### src/rtl/regfile_dump_reader.sv
// regfile_dump_reader
//   Walks the register file two registers at a time and streams every value
//   out over a valid/ready port. Each pair is read in one cycle through the
//   two read ports (RS = 2k, RT = 2k+1). Both words are captured into local
//   buffers, so later register writes cannot change a pair that was already
//   read. The two words are then emitted in order.
//
// Ports
//   clk, rst_n           clock, async active-low reset
//   start                begin a full dump (sampled only in IDLE)
//   abort                cancel a dump in progress (wins over a handshake)
//   RS, RT               register file read addresses (0 outside READ)
//   REGISTER_1/2         combinational read data for RS / RT
//   dout_valid/ready     output word handshake
//   dout_data/index/last register value, its number, final-word flag
//   busy                 dump in progress
//   done                 one-cycle pulse after the final word is accepted

// Per-read-port capture buffer; one instance per port.
module regfile_dump_buf (
  input  logic        clk,
  input  logic        rst_n,
  input  logic        cap,
  input  logic [31:0] d,
  output logic [31:0] q
);
  always_ff @(posedge clk or negedge rst_n)
    if (!rst_n)   q <= '0;
    else if (cap) q <= d;
endmodule

module regfile_dump_reader #(
  parameter int NUM_REGS = 32,
  parameter int ADDR_W   = 5
) (
  input  logic              clk,
  input  logic              rst_n,
  input  logic              start,
  input  logic              abort,
  output logic [ADDR_W-1:0] RS,
  output logic [ADDR_W-1:0] RT,
  input  logic [31:0]       REGISTER_1,
  input  logic [31:0]       REGISTER_2,
  output logic              dout_valid,
  input  logic              dout_ready,
  output logic [31:0]       dout_data,
  output logic [ADDR_W-1:0] dout_index,
  output logic              dout_last,
  output logic              busy,
  output logic              done
);
  localparam int NUM_PAIRS = NUM_REGS / 2;
  localparam int KW        = ADDR_W - 1;

  typedef enum logic [1:0] {IDLE, READ, EMIT_A, EMIT_B} state_t;

  state_t             state, state_nxt;
  logic [KW-1:0]      k, k_nxt;
  logic               done_nxt;
  logic               cap;
  logic [ADDR_W-1:0]  pair_base;
  logic               last_pair;
  logic [1:0][31:0]   rd_data, buf_q;

  // Lane 0 = buffer A (RS side), lane 1 = buffer B (RT side).
  assign rd_data = {REGISTER_2, REGISTER_1};

  for (genvar g = 0; g < 2; g++) begin : g_buf
    regfile_dump_buf u_buf (
      .clk   (clk),
      .rst_n (rst_n),
      .cap   (cap),
      .d     (rd_data[g]),
      .q     (buf_q[g])
    );
  end

  assign pair_base = {k, 1'b0};
  // k stops at the terminal pair; the dump ends there instead of wrapping.
  assign last_pair = (k == KW'(NUM_PAIRS - 1));

  always_ff @(posedge clk or negedge rst_n)
    if (!rst_n) begin
      state <= IDLE;
      k     <= '0;
      done  <= 1'b0;
    end else begin
      state <= state_nxt;
      k     <= k_nxt;
      done  <= done_nxt;
    end

  always_comb begin
    state_nxt = state;
    k_nxt     = k;
    done_nxt  = 1'b0;
    cap       = 1'b0;
    case (state)
      IDLE:
        if (start) begin
          state_nxt = READ;
          k_nxt     = '0;
        end
      READ:
        if (abort) state_nxt = IDLE;
        else begin
          cap       = 1'b1;
          state_nxt = EMIT_A;
        end
      EMIT_A:
        if (abort)           state_nxt = IDLE;
        else if (dout_ready) state_nxt = EMIT_B;
      EMIT_B:
        if (abort) state_nxt = IDLE;
        else if (dout_ready) begin
          if (last_pair) begin
            state_nxt = IDLE;
            done_nxt  = 1'b1;
          end else begin
            state_nxt = READ;
            k_nxt     = k + KW'(1);
          end
        end
      default: state_nxt = IDLE;
    endcase
  end

  // Outputs decode straight from state and the held buffers, so they stay
  // stable through a stall and read as zero under reset.
  always_comb begin
    RS         = '0;
    RT         = '0;
    dout_valid = 1'b0;
    dout_data  = '0;
    dout_index = '0;
    dout_last  = 1'b0;
    case (state)
      READ: begin
        RS = pair_base;
        RT = pair_base | ADDR_W'(1);
      end
      EMIT_A: begin
        dout_valid = 1'b1;
        dout_data  = buf_q[0];
        dout_index = pair_base;
      end
      EMIT_B: begin
        dout_valid = 1'b1;
        dout_data  = buf_q[1];
        dout_index = pair_base | ADDR_W'(1);
        dout_last  = last_pair;
      end
      default: ;
    endcase
  end

  assign busy = (state != IDLE);

endmodule

### config.mk
export PLATFORM = sky130hd
export DESIGN_NAME = regfile_dump_reader
export DESIGN_NICKNAME = d
export VERILOG_FILES = /design/src/rtl/regfile_dump_reader.sv
export SDC_FILE = /design/constraint.sdc
export NUM_CORES = 1
export LEC_CHECK = 0
export CAP_MARGIN = 20
export CORE_MARGIN = 2
export CORE_UTILIZATION = 47
export DETAILED_ROUTE_END_ITERATION = 7
export PLACE_DENSITY = 0.91
export SLEW_MARGIN = 40
export SYNTH_ARGS = -nofsm -noshare
export SYNTH_HDL_FRONTEND = slang
export SYNTH_SLANG_ARGS = --single-unit
### constraint.sdc
create_clock -name clk -period 1.8 [get_ports clk]
set_input_delay 0.18 -clock clk [delete_from_list [all_inputs] [get_ports clk]]
set_output_delay 0.18 -clock clk [all_outputs]
set_load 0.005 [all_outputs]
Word-level counts from Yosys, hierarchy flattened --
Cells that the tools add are included.
Storage, ports and cells: flip-flop bits (word level) 71, memories kept 0, output and inout port bits 51, word-level logic and storage cells 47, bits of input ports 69, bits in read-only memories 0, memory bits (writable) 0, latch bits 0
Cells by class: reductions and logical operators 6, $lt $le $gt $ge 0, add/subtract/negate cells 1, shift operators 0, equality and inequality tests 10, div/mod/pow operators 0, $mul 0, bitwise operators 0, multiplexer cells 25
Operators by type and width (count):
- $pmux 32 s2 | 1
- $mux 4 | 4
- $mux 2 | 6
- $mux 5 | 2
- $pmux 5 s2 | 1
- $mux 1 | 9
- $ne 2x2->1 const B | 4
- $pmux 2 s4 | 1
- $pmux 4 s2 | 1
- $ne 3x3->1 const B | 2
- $reduce_and 5->1 | 1
- $add 4x1->4 const B | 1
- $eq 2x2->1 const B | 2
- $eq 4x4->1 const B | 1
- $reduce_bool 2->1 | 2
- $reduce_and 3->1 | 1
- $eq 2x1->1 const B | 1
- $logic_not 2->1 | 1
- $reduce_or 2->1 | 1

Longest topological paths before layout --
Gate-level depths: netlist (run 1).
word-level depth 5, depth in mapped cells 6, mapped depth without buffers 4

Hierarchy --
A second synthesis (run 1) with hierarchy kept.
Unflattened totals: cell total of the unflattened synthesis 265, area, all modules 3696.0 sq um
Modules (own cells, without submodules):
- regfile_dump_buf | area an instance 1345.0 sq um, cells each 68, instances 2, sequential area each 800.8 sq um
- regfile_dump_reader | area an instance 1006.0 sq um, cells each 129, instances 1, sequential area each 175.2 sq um

Least setup slack after synthesis (run 1) --
OpenSTA, ideal clock, no wires.
path type reg2reg, from register state[0], to register g_buf[0].u_buf.q[0], data required time 1.675 ns, arrival time 1.358 ns, setup time 0.125 ns, slack 0.317 ns, period minus slack after synthesis 1.483 ns, buffers on the path 3, cell stages (with the launch flop) 7, cell sequence dfrtp_1 buf_4 nor2b_4 nor2b_4 buf_6 buf_12 mux2_4
Between the ends: longest elaborated chain between the ends 2
RTL lines:
- from (decl) | RTL line 57 | state_t state, state_nxt;
- from (signal assigned) | RTL line 88 | state <= state_nxt;
- $eq 2x1->1 | RTL line 98 | case (state)
- $mux 1 | RTL line 98
- to (signal assigned) | RTL line 28 | if (!rst_n) q <= '0;
- to (signal assigned) | RTL line 29 | else if (cap) q <= d;
- to (decl) | RTL line 25 | output logic [31:0] q
No other way between the ends. A chain may end at the register's enable or synchronous reset.

Final worst setup path (run 1) --
from register state[1], to output port dout_data[11]
Between the ends: longest elaborated chain between the ends 2, elaborated cells on any way between the ends 3, classes of those cells eq/ne: 2; mux: 1
RTL lines:
- $eq 2x2->1 | RTL line 137 | case (state)
- $pmux 32 s2 (*) | RTL line 137
- to (decl) | RTL line 46 | output logic [31:0] dout_data,
Mark *: on every way between the ends. The rest lies on a longest branch, timed or not.

==> flow_summary_export.csv, run 1 <==
group,metric,value,unit
outcome,status,"complete, but fails checks",
outcome,violations,"negative setup slack",
clock_tree,cts_tree,"built",
worst_setup_path,critPathCapture,"dout_data[11]",
place,port_buffers,118,
sta,layout_setup_ws,-0.133,ns
synth,synth.net_count,335,
worst_setup_path,cp-startpoint,"state[1]",
grt,grt_pass1_wl,14.0,mm
route,drcViolationCount,0,
worst_setup_path,critPathKind,"register to output pin",
grt,grt_usage,20.7,%
worst_setup_path,arrival,1.75,ns
floorplan,ios,120,
final_layout,post-route-util,71.5,%
floorplan,dieArea,8710,um2
synth,synth-edff-count,0,
synth,synth_top_area_share,47.3,%
route,drt_iter0_drc,52,
sta,hold_slack,0.362,ns
final_layout,final_cells,514,
route,wirelength,8.84,mm
synth,synthTopCellsByArea,"dfrtp_1, mux2_4, mux2i_1",
worst_setup_path,end_kind,"output pin",
route,wl_per_cell,17.2,um
worst_setup_path,r2r_end,"g_buf[1].u_buf.q[28]",
sta,fin_worst_skew,0.00890,ns
clock_tree,path_clk_slew,0.08,ns
grt,grt-ovfl-total,0,
place,gp_congestion,0.737,
sta,grt_setup_unrepaired,"yes",
sta,worstMarginPinSlew,0.526,ns
final_layout,regArea,1780,um2
grt,grt_pass1_vias,2773,
worst_setup_path,worst-endpoint-required,1.62,ns
sta,fmaxAchievable,0.517,GHz
worst_setup_path,r2r_cells,6,
worst_setup_path,start_kind,"register",
grt,antenna_found_initial,0,
synth,ys_ff_latch,71,
clock_tree,clockBufferDepth,2,
floorplan,rows,32,
sta,setup_violations,80,
synth,ys.flop_type,"dfrtp_1",
synth,netlist_area,3750,um2
synth,ys_types,31,
worst_setup_path,worst-path-max-fanout,5,
pwr,p_leak,2.82,nW
floorplan,coreArea,7730,um2
worst_setup_path,worstReg2RegStart,"state[1]",
sta,slew_viol_final,0,
worst_hold_path,hold_class,"input pin to asynchronous set/reset pin",
route,avgViaCountPerCell,4.96,
synth,synth_top_cell_by_area,"dfrtp_1",
clock_tree,root_buffer,"clkbuf_8",
final_layout,multi_input_area,1780,um2
synth,synth.most_common_cell,"dfrtp_1",
sta,maxSlewHeadroom,64.9,%
sta,fin_crit_sh,107,%
grt,grt_max_degree,43,
synth,syn_area_per_cell,14.2,um2
synth,ys_async_sr_fraction,100,%
floorplan,start_util,48.6,%
final_layout,fin_nets,477,
final_layout,nFillCells,527,
clock_tree,cts.sinks,71,
route,firstDrtPassIters,4,
clock_tree,worstSkewPairLatency,0.33,ns
route,ant_nets,0,
synth,ys_top_cells_by_count,"dfrtp_1, mux2_4, mux2i_1, nor2b_1, and2_1",
synth,ys_warn_count,0,
final_layout,drive_above_1_share,34.0,%
pwr,peakVddDrop,0.659,mV
synth,seq_area_frac_synth,47.3,%
clock_tree,htreeDepth,3,
floorplan,die_w,93.4,um
route,via_count,2551,
worst_setup_path,r2r_slack,-0.12,ns
place,dp_cells,471,
final_layout,syn2layout_area_growth,47.2,%
place,post-dp-hpwl,5.87,mm
sta,period_minus_slack,1.93,ns
synth,synthCells,265,
final_layout,antennaDiodeCount,0,
pwr,pwr_density_cell,1240,nW/um2
clock_tree,cts_made_buffers,9,
sta,finalHoldViolCount,0,
floorplan,die_h,93.4,um
job,drv_cap,0,
pwr,finalPower,6.85,mW
[per-layer routing]
| layer | GRT usage, % | routed length, um | share of wire, % | vias to the layer above |
|---|---|---|---|---|
| met5 | 0 | 0 | 0 | - |
| met4 | 6.25 | 73 | 0.83 | 0 |
| met3 | 4.43 | 397 | 4.5 | 8 |
| met2 | 36.5 | 4550 | 51 | 78 |
| met1 | 25.5 | 3820 | 43 | 1275 |
| li1 | - | - | - | 1190 |
[stage by stage]
step,cell area [um2],TNS [ns],setup slack [ns]
final,5520,-6.37,-0.133
after floorplan,3750,0,0.317
after global placement,4970,0,0.134
after detailed placement,4970,0,0.119
after CTS,5360,-3.50,-0.162
after global routing,5520,-9.70,-0.203
[layout by cell type, fill, tap and decap left out, types with 3 or more instances in the layout]
master           count
and2_1               3
and2_4               6
and3_1               3
buf_12               6
buf_2                3
buf_4               22
buf_6                6
clkbuf_2             4
clkbuf_8             9
clkdlybuf4s50_1     75
dfrtp_1             69
dlygate4sd2_1       14
dlymetal6s2s_1      19
mux2_2               3
mux2_4              61
mux2i_1             32
nand2b_1             3
nand3_1              3
nor2b_1             33
[registers in the layout (all words and copies together) (netlist names)]
signal / cells
g_buf.u_buf.q: 64
state: 2
k: 4
done: 1
[worst min-delay path by stage]
| stage | start | to | slack [ns] | cells past startpoint |
|---|---|---|---|---|
| detailed placement | rst_n | g_buf[1].u_buf.q[20] | 0.20 | 1 |
| floorplan | rst_n | done | -0.12 | 0 |
| CTS | rst_n | g_buf[1].u_buf.q[20] | 0.38 | 2 |
| global route | rst_n | done | 0.41 | 2 |
| global placement | rst_n | g_buf[0].u_buf.q[20] | 0.19 | 1 |
| finish | rst_n | done | 0.36 | 2 |
[cell type report]
cell class / instances / area share, %
inverter: 1 / 0.0680
sequential: 71 / 32.2
tap: 102 / 2.31
multi-input combinational: 169 / 32.3
clock buffer: 10 / 2.31
clock inverter: 6 / 1.54
timing repair buffer: 155 / 29.3
[worst max-delay path, cell delays in order, from the launching register on]
cell and delay (ns):
dfrtp_2 0.50, bufbuf_16 0.30, nor2b_1 0.12, clkdlybuf4s50_1 0.50
[kinds of logic after synthesis]
family | share of synthesized area, %
mux | 34.0
flops | 47.3
simple gates | 9.94
buf+inv | 6.04
compound gates | 2.23
fa+ha+maj | 0.333
other cells | 0.0999
[where the power goes]
group	internal [mW]	leakage (nW)	switching, mW
combinational	1.88	1.87	0.844
sequential	2.32	0.845	0.452
clock	0.776	0.102	0.586
total	4.97	2.82	1.88
[timing repair]
action	in CTS	in global routing
pin swaps	1	0
setup endpoints to repair	46	33
buffers inserted	11	12
gates resized for setup	36	47
gates cloned	2	1
hold buffers	1	0
hold endpoints to repair	40	0
No activity file was read; power rests on OpenSTA's default activity.
==> inputs of run 2 (changes only) <==
--- a/config.mk
+++ b/config.mk
@@ -8,6 +8,7 @@
 export CAP_MARGIN = 20
 export CORE_MARGIN = 2
 export CORE_UTILIZATION = 47
+export CTS_BUF_LIST = sky130_fd_sc_hd__clkbuf_16
 export DETAILED_ROUTE_END_ITERATION = 7
 export PLACE_DENSITY = 0.91
 export SLEW_MARGIN = 40
==> flow_summary_export.csv, run 2 (synthesis results as in run 1) <==
group,metric,value,unit
clock_tree,htreeDepth,3,
route,drt_iter0_drc,71,
floorplan,coreArea,7730,um2
worst_setup_path,max_stage_delay,0.45,ns
route,drcViolationCount,0,
worst_setup_path,arrival,2.03,ns
worst_setup_path,slowest_stage,"dfrtp_2",
place,gp_congestion,0.737,
final_layout,drive_above_1_share,34.1,%
grt,antenna_found_initial,0,
clock_tree,cts_made_buffers,9,
grt,grt-ovfl-total,0,
outcome,violations,"negative setup slack",
worst_setup_path,critPathKind,"register to register",
floorplan,die_h,93.4,um
worst_setup_path,crit_family,"buffers and inverters",
final_layout,regMostFlops,"g_buf.u_buf.q",
grt,use_met2,36.5,%
route,firstDrtPassIters,4,
pwr,p_leak,2.76,nW
sta,layout_setup_ws,-0.0208,ns
sta,setup_violations,19,
floorplan,die_w,93.4,um
final_layout,fin_nets,476,
route,ant_nets,0,
route,wl_per_cell,18.4,um
sta,fin_worst_skew,0.00600,ns
clock_tree,worstSkewPairLatency,0.32,ns
final_layout,post-route-util,73.5,%
worst_setup_path,r2r_cells,7,
outcome,status,"complete, but fails checks",
worst_setup_path,r2r_end,"g_buf[0].u_buf.q[12]",
final_layout,top_regs,"g_buf.u_buf.q (64), k (4), state (2)",
sta,grt_setup_unrepaired,"yes",
sta,slew_viol_final,0,
place,post-dp-hpwl,5.87,mm
worst_setup_path,crit_chain,"buf_6, nor2b_4, buf_6, nor2b_4, buf_8, clkbuf_16, mux2_4",
floorplan,start_util,48.6,%
place,place_ws,0.119,ns
grt,grt_max_degree,43,
job,drv_cap,0,
route,wirelength,9.46,mm
clock_tree,clockBufferDepth,2,
grt,top_usage_layer,"met2",
clock_tree,path_clk_slew,0.06,ns
sta,maxSlewHeadroom,65.5,%
place,port_buffers,118,
sta,fin_crit_sh,101,%
grt,grt_pass1_wl,14.3,mm
floorplan,dieArea,8710,um2
floorplan,ios,120,
worst_setup_path,worstReg2RegStart,"state[1]",
clock_tree,root_buffer,"clkbuf_16",
pwr,peakVddDrop,0.640,mV
worst_setup_path,critical_path_buf_inv_count,4,
final_layout,layout_commonest_cell,"clkdlybuf4s50_1",
sta,finalHoldViolCount,0,
route,via_count,2615,
final_layout,mostFrequentLayoutCells,"clkdlybuf4s50_1, dfrtp_1, mux2_4, nor2b_1, mux2i_1",
route,avgViaCountPerCell,5.10,
worst_setup_path,r2r_slack,-0.02,ns
final_layout,syn2layout_area_growth,51.4,%
worst_hold_path,hold_class,"input pin to asynchronous set/reset pin",
worst_setup_path,start_kind,"register",
worst_setup_path,worst-path-max-fanout,12,
final_layout,largest_reg_flops,64,
clock_tree,cts.sinks,71,
grt,grt_use_met3,4.27,%
sta,fmaxAchievable,0.549,GHz
floorplan,rows,32,
final_layout,antennaDiodeCount,0,
pwr,pwr_density_cell,1300,nW/um2
sta,worstMarginPinSlew,0.517,ns
sta,period_minus_slack,1.82,ns
worst_setup_path,worst-endpoint-required,2.01,ns
grt,grt_usage,21.3,%
worst_setup_path,end_kind,"register",
grt,grtUsageMet1,26.6,%
clock_tree,cts_tree,"built",
grt,grt_pass1_vias,2779,
==> run 2: cell types whose count changed in the layout (fill, tap and decap cells not counted), moves of 3 or more <==
| cell | delta |
|---|---|
| clkdlybuf4s15_1 | +3 |
| clkbuf_8 | -9 |
| dlymetal6s2s_1 | -9 |
| clkbuf_16 | +13 |
| dlygate4sd2_1 | +9 |
| buf_4 | -7 |
==> run 2: metrics by stage <==
step / hold WS (ns) / instances / total power [mW] / TNS, ns / instance area [um2]
finish: 0.380 / 513 / 7.39 / -0.188 / 5680
global route: 0.435 / 513 / 7.79 / -1.43 / 5680
CTS: 0.394 / 501 / 7.21 / -0.780 / 5430
detailed placement: 0.197 / 471 / 5.27 / 0 / 4970
global placement: 0.190 / 471 / 5.13 / 0 / 4970
floorplan: -0.116 / 265 / 4.39 / 0 / 3750
==> run 2: timing repair <==
| action | 4_1_cts | 5_1_grt |
|---|---|---|
| gates resized for setup | 53 | 40 |
| setup endpoints to repair | 46 | 35 |
| pin swaps | 1 | 0 |
| cloned | 1 | 5 |
| setup buffers | 12 | 7 |
| hold endpoints to repair | 40 | 0 |
| hold buffers | 1 | 0 |
==> run 2: power by group <==
part | leakage [nW] | internal, mW | switching, mW | total, mW
Combinational | 1.76 | 1.87 | 0.870 | 2.74
Clock | 0.153 | 1.20 | 0.659 | 1.86
Sequential | 0.845 | 2.32 | 0.468 | 2.79
Total | 2.76 | 5.40 | 2.00 | 7.39
==> run 2: cell type report <==
cell class | instances | area (um2)
clock buffer | 9 | 225
clock inverter | 7 | 88.8
fill | 492 | 2050
inverter | 1 | 3.75
multi-input combinational | 169 | 1810
sequential | 71 | 1780
tap | 102 | 128
timing repair buffer | 154 | 1640
==> run 2: per-layer routing <==
metal  vias to the layer above  share of wire, %
li1                       1194                 -
met4                         0              0.70
met2                        90                53
met5                         -                 0
met3                         8               5.0
met1                      1323                42
==> run 2: worst max-delay path by stage <==
stage | to | cells after the start | slack, ns | start
floorplan | g_buf[0].u_buf.q[0] | 6 | 0.32 | state[0]
global placement | dout_data[10] | 4 | 0.13 | state[0]
detailed placement | g_buf[1].u_buf.q[5] | 4 | 0.12 | abort
CTS | dout_data[18] | 4 | -0.10 | state[0]
global route | g_buf[0].u_buf.q[12] | 7 | -0.06 | state[1]
finish | g_buf[0].u_buf.q[12] | 7 | -0.02 | state[1]
==> inputs of run 3 (changes only) <==
--- a/config.mk
+++ b/config.mk
@@ -5,7 +5,7 @@
 export SDC_FILE = /design/constraint.sdc
 export NUM_CORES = 1
 export LEC_CHECK = 0
-export CAP_MARGIN = 20
+export CAP_MARGIN = 30
 export CORE_MARGIN = 2
 export CORE_UTILIZATION = 47
 export CTS_BUF_LIST = sky130_fd_sc_hd__clkbuf_16
==> results of run 3 <==
The final DEF is identical to that of run 2; final timing and power are the same.
